## config.mk

```make
export PLATFORM = sky130hd
export DESIGN_NAME = decode_stage_flat
export DESIGN_NICKNAME = d
export VERILOG_FILES = /design/src/rtl/decode_stage_if.sv /design/src/rtl/decode_stage.sv /design/src/flat_wrapper.sv
export SDC_FILE = /design/constraint.sdc
export NUM_CORES = 2
export LEC_CHECK = 0
export CAP_MARGIN = 20
export CORE_MARGIN = 1
export CORE_UTILIZATION = 50
export CTS_CLUSTER_DIAMETER = 50
export DETAILED_ROUTE_END_ITERATION = 7
export PLACE_DENSITY = 0.71
export SYNTH_ARGS = -nofsm -noshare
export SYNTH_HDL_FRONTEND = slang
export SYNTH_SLANG_ARGS = --single-unit
```

## constraint.sdc

```tcl
create_clock -name clk -period 3.4 [get_ports clk]
set_input_delay 0.68 -clock clk [delete_from_list [all_inputs] [get_ports clk]]
set_output_delay 0.68 -clock clk [all_outputs]
set_load 0.03 [all_outputs]
```

## src/rtl/decode_stage_if.sv

```systemverilog
// Bundle of the decode-stage signals: fetch register inputs, writeback port,
// pipeline control and the D/E pipeline register outputs.
interface decode_stage_if #(
  parameter int XLEN = 32
);
  logic [31:0]     instr_d;
  logic [31:0]     pc_d;
  logic            stall_in;
  logic            flush;
  logic            wb_we;
  logic [4:0]      wb_rd;
  logic [XLEN-1:0] wb_data;
  logic            stall_fd;
  logic            valid_e;
  logic [31:0]     pc_e;
  logic [XLEN-1:0] rs1_val_e;
  logic [XLEN-1:0] rs2_val_e;
  logic [XLEN-1:0] imm_e;
  logic [4:0]      rd_e;
  logic [3:0]      alu_op_e;
  logic [7:0]      ctrl_e;
  logic            illegal_e;

  modport slave (
    input  instr_d, pc_d, stall_in, flush, wb_we, wb_rd, wb_data,
    output stall_fd, valid_e, pc_e, rs1_val_e, rs2_val_e, imm_e, rd_e,
           alu_op_e, ctrl_e, illegal_e
  );

  modport master (
    output instr_d, pc_d, stall_in, flush, wb_we, wb_rd, wb_data,
    input  stall_fd, valid_e, pc_e, rs1_val_e, rs2_val_e, imm_e, rd_e,
           alu_op_e, ctrl_e, illegal_e
  );
endinterface

```

## src/rtl/decode_stage.sv

```systemverilog
// RV32I decode stage: register file with write-through bypass, immediate and
// control generation, load-use hazard detection and the D/E pipeline register.
module decode_stage #(
  parameter int          XLEN       = 32,
  parameter int          NREGS      = 32,
  parameter logic [31:0] RST_VECTOR = 32'h0000_0000
) (
  input logic           clk,
  input logic           rst,
  decode_stage_if.slave bus
);
  localparam logic [6:0] OP_LUI    = 7'b0110111;
  localparam logic [6:0] OP_AUIPC  = 7'b0010111;
  localparam logic [6:0] OP_JAL    = 7'b1101111;
  localparam logic [6:0] OP_JALR   = 7'b1100111;
  localparam logic [6:0] OP_BRANCH = 7'b1100011;
  localparam logic [6:0] OP_LOAD   = 7'b0000011;
  localparam logic [6:0] OP_STORE  = 7'b0100011;
  localparam logic [6:0] OP_IMM    = 7'b0010011;
  localparam logic [6:0] OP_REG    = 7'b0110011;
  localparam logic [6:0] OP_FENCE  = 7'b0001111;
  localparam logic [6:0] OP_SYSTEM = 7'b1110011;

  logic [XLEN-1:0] regs [NREGS];
  logic [31:0]     instr;
  logic [6:0]      opcode;
  logic [4:0]      rs1, rs2, rd;
  logic [XLEN-1:0] rs1_val, rs2_val, imm;
  logic [31:0]     imm32;
  logic [7:0]      ctrl;
  logic [3:0]      alu_op;
  logic            illegal, use_rs1, use_rs2, hz, wb_hit;

  assign instr  = bus.instr_d;
  assign opcode = instr[6:0];
  assign rd     = instr[11:7];
  assign rs1    = instr[19:15];
  assign rs2    = instr[24:20];
  assign wb_hit = bus.wb_we && (bus.wb_rd != 5'd0);

  always_ff @(posedge clk) begin
    if (!rst && wb_hit) regs[bus.wb_rd] <= bus.wb_data;
  end

  // A value written back this cycle is forwarded straight into the read.
  assign rs1_val = (rs1 == 5'd0) ? '0 : (wb_hit && bus.wb_rd == rs1) ? bus.wb_data : regs[rs1];
  assign rs2_val = (rs2 == 5'd0) ? '0 : (wb_hit && bus.wb_rd == rs2) ? bus.wb_data : regs[rs2];

  // ctrl = {reg_we, mem_rd, mem_wr, branch, jal, jalr, lui, auipc}
  always_comb begin
    ctrl    = '0;
    imm32   = '0;
    alu_op  = '0;
    illegal = 1'b0;
    use_rs1 = 1'b0;
    use_rs2 = 1'b0;
    if (instr != 32'h0) begin
      case (opcode)
        OP_LUI: begin
          ctrl  = 8'b1000_0010;
          imm32 = {instr[31:12], 12'b0};
        end
        OP_AUIPC: begin
          ctrl  = 8'b1000_0001;
          imm32 = {instr[31:12], 12'b0};
        end
        OP_JAL: begin
          ctrl  = 8'b1000_1000;
          imm32 = {{12{instr[31]}}, instr[19:12], instr[20], instr[30:21], 1'b0};
        end
        OP_JALR: begin
          ctrl    = 8'b1000_0100;
          imm32   = {{20{instr[31]}}, instr[31:20]};
          use_rs1 = 1'b1;
        end
        OP_BRANCH: begin
          ctrl    = 8'b0001_0000;
          imm32   = {{20{instr[31]}}, instr[7], instr[30:25], instr[11:8], 1'b0};
          use_rs1 = 1'b1;
          use_rs2 = 1'b1;
        end
        OP_LOAD: begin
          ctrl    = 8'b1100_0000;
          imm32   = {{20{instr[31]}}, instr[31:20]};
          use_rs1 = 1'b1;
        end
        OP_STORE: begin
          ctrl    = 8'b0010_0000;
          imm32   = {{21{instr[31]}}, instr[30:25], instr[11:7]};
          use_rs1 = 1'b1;
          use_rs2 = 1'b1;
        end
        OP_IMM: begin
          ctrl    = 8'b1000_0000;
          imm32   = {{20{instr[31]}}, instr[31:20]};
          alu_op  = {instr[30], instr[14:12]};
          use_rs1 = 1'b1;
        end
        OP_REG: begin
          ctrl    = 8'b1000_0000;
          alu_op  = {instr[30], instr[14:12]};
          use_rs1 = 1'b1;
          use_rs2 = 1'b1;
        end
        OP_FENCE, OP_SYSTEM: imm32 = {{20{instr[31]}}, instr[31:20]};
        default: illegal = 1'b1;
      endcase
    end
  end

  assign imm = XLEN'($signed(imm32));

  assign hz = bus.valid_e && bus.ctrl_e[6] && (bus.rd_e != 5'd0) &&
              ((use_rs1 && bus.rd_e == rs1) || (use_rs2 && bus.rd_e == rs2));
  assign bus.stall_fd = (hz || bus.stall_in) && !bus.flush;

  // Flush and load-use both leave a bubble; only a plain advance loads new fields.
  always_ff @(posedge clk) begin
    if (rst) begin
      bus.valid_e   <= 1'b0;
      bus.pc_e      <= RST_VECTOR;
      bus.rs1_val_e <= '0;
      bus.rs2_val_e <= '0;
      bus.imm_e     <= '0;
      bus.rd_e      <= '0;
      bus.alu_op_e  <= '0;
      bus.ctrl_e    <= '0;
      bus.illegal_e <= 1'b0;
    end else if (bus.flush || (!bus.stall_in && hz)) begin
      bus.valid_e   <= 1'b0;
      bus.ctrl_e    <= '0;
      bus.illegal_e <= 1'b0;
    end else if (!bus.stall_in) begin
      bus.valid_e   <= (instr != 32'h0);
      bus.pc_e      <= bus.pc_d;
      bus.rs1_val_e <= rs1_val;
      bus.rs2_val_e <= rs2_val;
      bus.imm_e     <= imm;
      bus.rd_e      <= rd;
      bus.alu_op_e  <= alu_op;
      bus.ctrl_e    <= ctrl;
      bus.illegal_e <= illegal;
    end
  end
endmodule
```

## src/flat_wrapper.sv

```systemverilog
// flat-port wrapper written by rule: the top's interface ports become plain ports
module decode_stage_flat 
#(
  parameter int          XLEN       = 32,
  parameter int          NREGS      = 32,
  parameter logic [31:0] RST_VECTOR = 32'h0000_0000
)
  (clk, rst, bus_instr_d, bus_pc_d, bus_stall_in, bus_flush, bus_wb_we, bus_wb_rd, bus_wb_data, bus_stall_fd, bus_valid_e, bus_pc_e, bus_rs1_val_e, bus_rs2_val_e, bus_imm_e, bus_rd_e, bus_alu_op_e, bus_ctrl_e, bus_illegal_e);
  decode_stage_if #(.XLEN(XLEN)) bus_i ();
  input logic clk;
  input logic rst;
  input wire logic [$bits(bus_i.instr_d)-1:0] bus_instr_d;
  input wire logic [$bits(bus_i.pc_d)-1:0] bus_pc_d;
  input wire logic [$bits(bus_i.stall_in)-1:0] bus_stall_in;
  input wire logic [$bits(bus_i.flush)-1:0] bus_flush;
  input wire logic [$bits(bus_i.wb_we)-1:0] bus_wb_we;
  input wire logic [$bits(bus_i.wb_rd)-1:0] bus_wb_rd;
  input wire logic [$bits(bus_i.wb_data)-1:0] bus_wb_data;
  output wire logic [$bits(bus_i.stall_fd)-1:0] bus_stall_fd;
  output wire logic [$bits(bus_i.valid_e)-1:0] bus_valid_e;
  output wire logic [$bits(bus_i.pc_e)-1:0] bus_pc_e;
  output wire logic [$bits(bus_i.rs1_val_e)-1:0] bus_rs1_val_e;
  output wire logic [$bits(bus_i.rs2_val_e)-1:0] bus_rs2_val_e;
  output wire logic [$bits(bus_i.imm_e)-1:0] bus_imm_e;
  output wire logic [$bits(bus_i.rd_e)-1:0] bus_rd_e;
  output wire logic [$bits(bus_i.alu_op_e)-1:0] bus_alu_op_e;
  output wire logic [$bits(bus_i.ctrl_e)-1:0] bus_ctrl_e;
  output wire logic [$bits(bus_i.illegal_e)-1:0] bus_illegal_e;
  assign bus_i.instr_d = bus_instr_d;
  assign bus_i.pc_d = bus_pc_d;
  assign bus_i.stall_in = bus_stall_in;
  assign bus_i.flush = bus_flush;
  assign bus_i.wb_we = bus_wb_we;
  assign bus_i.wb_rd = bus_wb_rd;
  assign bus_i.wb_data = bus_wb_data;
  assign bus_stall_fd = bus_i.stall_fd;
  assign bus_valid_e = bus_i.valid_e;
  assign bus_pc_e = bus_i.pc_e;
  assign bus_rs1_val_e = bus_i.rs1_val_e;
  assign bus_rs2_val_e = bus_i.rs2_val_e;
  assign bus_imm_e = bus_i.imm_e;
  assign bus_rd_e = bus_i.rd_e;
  assign bus_alu_op_e = bus_i.alu_op_e;
  assign bus_ctrl_e = bus_i.ctrl_e;
  assign bus_illegal_e = bus_i.illegal_e;
  decode_stage #(.XLEN(XLEN), .NREGS(NREGS), .RST_VECTOR(RST_VECTOR)) u_core (.clk(clk), .rst(rst), .bus(bus_i));
endmodule
```

; ---- Word-level counts from Yosys, hierarchy flattened
; Memories as Yosys holds them, arrays and structs flattened.
; Index checks and enable logic that the tools add are counted.
[totals]
rom_bits = 0
out_inout_bits = 148
reg_bits = 147
in_bits = 106
memories = 1
ramBits = 1024
word_cells = 75
latch_bits = 0
[mem_list]
columns = name, depth, width, rd, rd_ports_with_merged_regs, write_ports, line_no
row1 = u_core.regs, 32, 32, 2, 0, 1, decode_stage.sv:24  ; logic [XLEN-1:0] regs [NREGS];
[op_classes]
bitwise = 2
n_eq_ne = 15
mul = 0
div_mod_pow = 0
n_reduce_logical = 30
shift = 0
n_addsub = 0
order_cmp = 0
muxes = 18
[op_table]
columns = cell, count
row1 = two-way mux 32 bit, 5
row2 = one-hot mux 32 bit (5 select lines), 1
row3 = one-hot mux 8 bit (8 select lines), 1
row4 = nonzero test 32 bit, 1
row5 = "== test 7 bit, second input constant", 4
row6 = "== test 7 x 6 -> 1 bit, second input constant", 3
row7 = == test 5 bit, 4
row8 = "== test 7 x 5 -> 1 bit, second input constant", 2
row9 = logical AND 1 bit, 11
row10 = OR reduction 11 bit, 1
row11 = logical NOT 5 bit, 2
row12 = nonzero test 5 bit, 2
row13 = two-way mux 1 bit, 8
row14 = two-way mux 4 bit, 2
row15 = two-way mux 8 bit, 1
row16 = "== test 7 x 2 -> 1 bit, second input constant", 1
row17 = "== test 7 x 4 -> 1 bit, second input constant", 1
row18 = OR reduction 2 bit, 3
row19 = OR reduction 6 bit, 1
row20 = OR reduction 5 bit, 1
row21 = logical NOT 1 bit, 3
row22 = logical OR 1 bit, 3
row23 = OR reduction 3 bit, 1
row24 = NOT 1 bit, 2
row25 = AND reduction 2 bit, 1

; ---- Logic depth before layout (Yosys ltp)
[logic_depth]
depth_word = 11
depth_mapped = 10
depth_no_buf = 6

; ---- Worst setup path after synthesis
; Ideal clock, no wire load.
[synth_path]
path_kind = input port to flip-flop
start = in bus_wb_rd[2]
end = mem u_core.regs[4][0], enable pin
n_path_buf = 1
path_slack_ps = 156
setup_time_ps = 421
required_time_ps = 2979
path_stages = 3
arrival_ps = 2823
cell_sequence = clkbuf_1 or3b_2 nor2_1
[synth_between]
elab_chain_len = 5
[synth_lines]
columns = item, line_no
row1 = start: declaration, flat_wrapper.sv:17  ; input wire logic [$bits(bus_i.wb_rd)-1:0] bus_wb_rd;
row2 = nonzero test 5 bit, decode_stage.sv:39  ; assign wb_hit = bus.wb_we && (bus.wb_rd != 5'd0);
row3 = logical AND 1 bit, decode_stage.sv:39
row4 = logical AND 1 bit, decode_stage.sv:42  ; if (!rst && wb_hit) regs[bus.wb_rd] <= bus.wb_data;
row5 = two-way mux 1 bit, decode_stage.sv:42
row6 = two-way mux 1 bit (not written as such), decode_stage.sv:42
row7 = end: declaration, decode_stage.sv:24
; Parallel ways exist; a longest one is shown, timed or not.

; ---- Worst setup path after layout
[layout_path]
start = in bus_instr_d[18]
end = out bus_stall_fd
[layout_between]
elab_chain_len = 7
word_cells_on_any_way = 10
cone_classes = 1 x eq/ne / 2 x mux / 7 x reduce/logical
[layout_lines]
columns = item, line_no
row1 = start: declaration, flat_wrapper.sv:12  ; input wire logic [$bits(bus_i.instr_d)-1:0] bus_instr_d;
row2 = nonzero test 32 bit, decode_stage.sv:57  ; if (instr != 32'h0) begin
row3 = two-way mux 1 bit, decode_stage.sv:57
row4 = logical AND 1 bit, decode_stage.sv:114  ; ((use_rs1 && bus.rd_e == rs1) || (use_rs2 && bus.rd_e == rs2));
row5 = logical OR 1 bit (*), decode_stage.sv:114
row6 = logical AND 1 bit (*), decode_stage.sv:113  ; assign hz = bus.valid_e && bus.ctrl_e[6] && (bus.rd_e != 5'd0) &&
row7 = logical OR 1 bit (*), decode_stage.sv:115  ; assign bus.stall_fd = (hz || bus.stall_in) && !bus.flush;
row8 = logical AND 1 bit (*), decode_stage.sv:115
row9 = end: declaration, flat_wrapper.sv:19  ; output wire logic [$bits(bus_i.stall_fd)-1:0] bus_stall_fd;
; Every way passes the cells marked *; elsewhere a longest branch is shown, timed or not.

==> out/metrics.cfg <==
[run_status]
outcome = finished clean

[critical_path]
worst_r2r_startpoint = u_core.bus.rd_e[1]$_SDFFE_PP0P_
worst_path_dominant_cell_family = buffers and inverters
worstPathMaxFanout = 3
worstPathArrival_ns = 2.63
startpoint_type = primary input
reg2reg_depth = 7
worstSetupPathDepth = 9
worst_path_max_delay_cell = sky130_fd_sc_hd__clkdlybuf4s50_1
crit_chain = clkdlybuf4s50_1 -> xor2_1 -> nor4_1 -> and4_1 -> buf_4 -> o21a_4 -> nor2_1 -> nor2_1 -> buf_4
startpoint = bus_instr_d[18]
worst-path-buf-inv = 3
worstSetupPathType = primary input to output port
cp.required_ns = 2.72
endpoint_kind = output port
setup.worst_path.end = bus_stall_fd
regToRegEndpoint = u_core.bus.rs2_val_e[19]$_SDFFE_PP0P_
timing.critical_path.slowest_cell_delay_ns = 0.50
r2r_setup_slack_ns = 0.69

[logic_synthesis]
postSynth.asyncResetShare_pct = 0
netlist_instances = 3326
synth_top_cells_by_area = sky130_fd_sc_hd__edfxtp_1 57%, sky130_fd_sc_hd__mux4_2 13%, sky130_fd_sc_hd__dfxtp_1 5.5%, sky130_fd_sc_hd__mux2_2 4.9%, sky130_fd_sc_hd__mux2i_1 2.4%
synth-seq-area-share_pct = 62.81
synth.most_common_cell = sky130_fd_sc_hd__edfxtp_1
synth.cells.most_frequent = 1024 x sky130_fd_sc_hd__edfxtp_1, 316 x sky130_fd_sc_hd__mux4_2, 233 x sky130_fd_sc_hd__mux2_2
synthDominantCellAreaShare_pct = 57.32
synth.ff_latch_count = 1171
synth-edff-count = 1024
syn-cell-area_um2 = 53650
ys_warn_count = 0
largest_area_contributor_in_the_synthesized_netlist = sky130_fd_sc_hd__edfxtp_1
synth-main-ff-cell = sky130_fd_sc_hd__edfxtp_1
syn_area_per_cell_um2 = 16.13
synth_cell_types = 62

[place]
placed_cells_incl_taps = 4970
placedInstanceArea_um2 = 60070
port-buffer-count = 253
gp_congestion = 0.8955
place.detailed.hpwl_mm = 102.5

[clock_tree]
clkSlewWorstSetupHoldPaths_ns = 0.06
cts_tree = built
worst_skew_pair.late_latency_ns = 0.75
cts_max_path_buffers = 3
clock_sinks = 1171
clock_tree.root_cell = sky130_fd_sc_hd__clkbuf_16
cts_inserted_buffers = 130
cts_max_level = 4

[sta]
hold_viol_final = 0
timing.final.crit_share_pct = 97.37
finalCriticalPeriod_ns = 3.311
fmax_mhz = 302.1
rsz0062_at_grt = no
finalMaxSlewViolations = 0
worst_pin_slew_ns = 1.071
final_clock_skew_ns = 0.02695
setup_violations = 0
timing.max_slew.rel_slack_pct = 28.40

[floorplan]
io_pins = 254
die_area_um2 = 108600
die_height_um = 329.6
rows = 119
die_w_um = 329.6
initial_core_util_pct = 50.67
placeableCoreArea_um2 = 105900

[drt]
drt_pass1_iterations = 7
wire_per_inst_um = 32.27
avgViaCountPerCell = 6.933
post-route-drc-count = 0
detailroute.via_count = 36211
initialDrtViolationCount = 4814
postRouteWirelength_mm = 168.5
residual_antenna_violating_net_count_after_detailed_routing = 0

[power]
power.static_leakage_nw = 21.08
max-vdd-ir-drop_uv = 486.7
power-per-cell-area_nw_per_um2 = 511.2

[layout]
diodes = 0
syn2layout_area_growth_pct = 20.28
finalNetCount = 3830
postLayoutCellArea_um2 = 64520
layout.cells.non_filler = 5223
layout-drive-gt1-share_pct = 28.73

[global_route]
grt_pass1_wl_mm = 240.7
grt-ovfl-total = 0
number_of_global_route_vias_before_repair = 35410
antenna_found_initial = 3
grt_start_max_net_pins = 74
globalRouteTotalUtil_pct = 30.73

[job]
maxCapViolCount = 0

[min_path]
hold_path.class = primary input to flop

[tightest hold or removal path: cells and delay by family]
kind	cells	cell delay [ns]
buf+inv	1	0.21
compound gates	2	0.25
[sequential cells by signal, indices dropped and copies added (netlist names)]
name                  count
u_core.bus.valid_e        1
u_core.bus.illegal_e      1
u_core.bus.alu_op_e       4
u_core.regs            1024
u_core.bus.rs2_val_e     32
u_core.bus.ctrl_e         8
u_core.bus.rd_e           5
u_core.bus.imm_e         32
u_core.bus.pc_e          32
u_core.bus.rs1_val_e     32
[per-layer routing]
metal | wire length, um | GRT usage [%] | vias up
li1 | - | - | 14670
met3 | 20800 | 6.690 | 413
met1 | 62150 | 41.54 | 18425
met5 | 37 | 0 | -
met2 | 78280 | 48.22 | 2697
met4 | 7274 | 13.18 | 6
[power by group]
group          switching (mW)  leakage [nW]  internal, mW
Clock                    5.83          2.05          8.07
Sequential              0.143          10.4          15.8
Combinational            1.79          8.58          1.33
Total                    7.76          21.1          25.2
[area by class of cell]
type                            count  area [um^2]
Clock buffer                      173         3572
Clock inverter                     67        646.9
Fill cell                        7606        41340
Inverter                            7        26.28
Multi-Input combinational cell   1877        19060
Sequential cell                  1171        33690
Tap cell                         1391         1740
Timing Repair Buffer              537         5783
[placed cells by master, fill, tap and decap left out, types with 5 or more instances in the layout]
| cell type | synthesis | final |
|---|---|---|
| sky130_fd_sc_hd__clkdlybuf4s50_1 | 0 | 240 |
| sky130_fd_sc_hd__nor2b_1 | 38 | 35 |
| sky130_fd_sc_hd__o221ai_1 | 64 | 64 |
| sky130_fd_sc_hd__nand3_1 | 47 | 46 |
| sky130_fd_sc_hd__clkinv_2 | 0 | 18 |
| sky130_fd_sc_hd__buf_8 | 0 | 5 |
| sky130_fd_sc_hd__a21oi_1 | 158 | 158 |
| sky130_fd_sc_hd__edfxtp_1 | 1024 | 1024 |
| sky130_fd_sc_hd__nand2_1 | 54 | 53 |
| sky130_fd_sc_hd__mux4_2 | 316 | 316 |
| sky130_fd_sc_hd__a22oi_1 | 100 | 100 |
| sky130_fd_sc_hd__nor3_1 | 81 | 80 |
| sky130_fd_sc_hd__o22ai_1 | 99 | 99 |
| sky130_fd_sc_hd__o21ai_0 | 47 | 46 |
| sky130_fd_sc_hd__a221o_1 | 63 | 63 |
| sky130_fd_sc_hd__nor2_1 | 92 | 59 |
| sky130_fd_sc_hd__clkbuf_1 | 169 | 34 |
| sky130_fd_sc_hd__xor2_1 | 12 | 12 |
| sky130_fd_sc_hd__clkbuf_16 | 0 | 138 |
| sky130_fd_sc_hd__dfxtp_1 | 147 | 146 |
| sky130_fd_sc_hd__a22o_1 | 31 | 31 |
| sky130_fd_sc_hd__buf_12 | 0 | 79 |
| sky130_fd_sc_hd__mux2_2 | 233 | 233 |
| sky130_fd_sc_hd__clkinv_8 | 0 | 6 |
| sky130_fd_sc_hd__nor4_1 | 9 | 9 |
| sky130_fd_sc_hd__nor2_4 | 0 | 33 |
| sky130_fd_sc_hd__nor3b_1 | 33 | 32 |
| sky130_fd_sc_hd__nand4_1 | 15 | 15 |
| sky130_fd_sc_hd__buf_4 | 5 | 198 |
| sky130_fd_sc_hd__inv_6 | 0 | 11 |
| sky130_fd_sc_hd__nand3b_1 | 6 | 6 |
| sky130_fd_sc_hd__mux2i_1 | 130 | 130 |
| sky130_fd_sc_hd__conb_1 | 1 | 32 |
| sky130_fd_sc_hd__bufinv_16 | 0 | 8 |
| sky130_fd_sc_hd__a211oi_1 | 120 | 120 |
| sky130_fd_sc_hd__xnor2_1 | 9 | 9 |
| sky130_fd_sc_hd__inv_1 | 6 | 5 |
| sky130_fd_sc_hd__o31ai_1 | 39 | 39 |
| sky130_fd_sc_hd__clkinv_1 | 0 | 17 |
[worst min path at each step]
stage,startpoint,to,cells after the start
3_5_place_dp,u_core.bus.imm_e[10]$_SDFFE_PP0P_,u_core.bus.imm_e[10]$_SDFFE_PP0P_,2
2_1_floorplan,u_core.bus.alu_op_e[0]$_SDFFE_PP0P_,u_core.bus.alu_op_e[0]$_SDFFE_PP0P_,2
6_report,bus_stall_in,u_core.bus.rd_e[1]$_SDFFE_PP0P_,3
5_1_grt,bus_stall_in,u_core.bus.rd_e[1]$_SDFFE_PP0P_,3
4_1_cts,bus_stall_in,u_core.bus.rd_e[1]$_SDFFE_PP0P_,3
3_3_place_gp,u_core.bus.imm_e[10]$_SDFFE_PP0P_,u_core.bus.imm_e[10]$_SDFFE_PP0P_,2
[timing repair]
action | 4_1_cts | 5_1_grt
setup buffers | 0 | 5
gates resized for setup | 1 | 4
endpoints found under the setup margin | 1 | 1
hold buffers | 0 | 0
pin swaps | 0 | 4
[kinds of logic after synthesis]
| family | after synthesis | share of synthesized area [%] |
|---|---|---|
| buffers and inverters | 309 | 2.545 |
| other | 1 | 0.006990 |
| adders and majority gates | 1 | 0.01866 |
| muxes | 679 | 20.58 |
| and+or+nand+nor | 407 | 3.956 |
| AOI/OAI and AO/OA | 737 | 9.742 |
| DFF | 1171 | 62.81 |
| xor gates and xnor gates | 21 | 0.3429 |
[per-stage QoR]
step                setup WS [ns]  setup TNS (ns)  hold slack [ns]  utilization (%)  power [mW]
finish                    0.08930               0           0.4436            60.95       32.99
global route              0.01812               0           0.4517            60.95       33.74
floorplan                  0.1560               0           0.5822                -       17.93
CTS                       0.04818               0           0.3945            60.73       33.02
detailed placement       -0.01674        -0.02757           0.4501            56.74       19.30
global placement         -0.02490         -0.2071           0.4466            56.72       19.26
(Power assumes the default switching activity.)
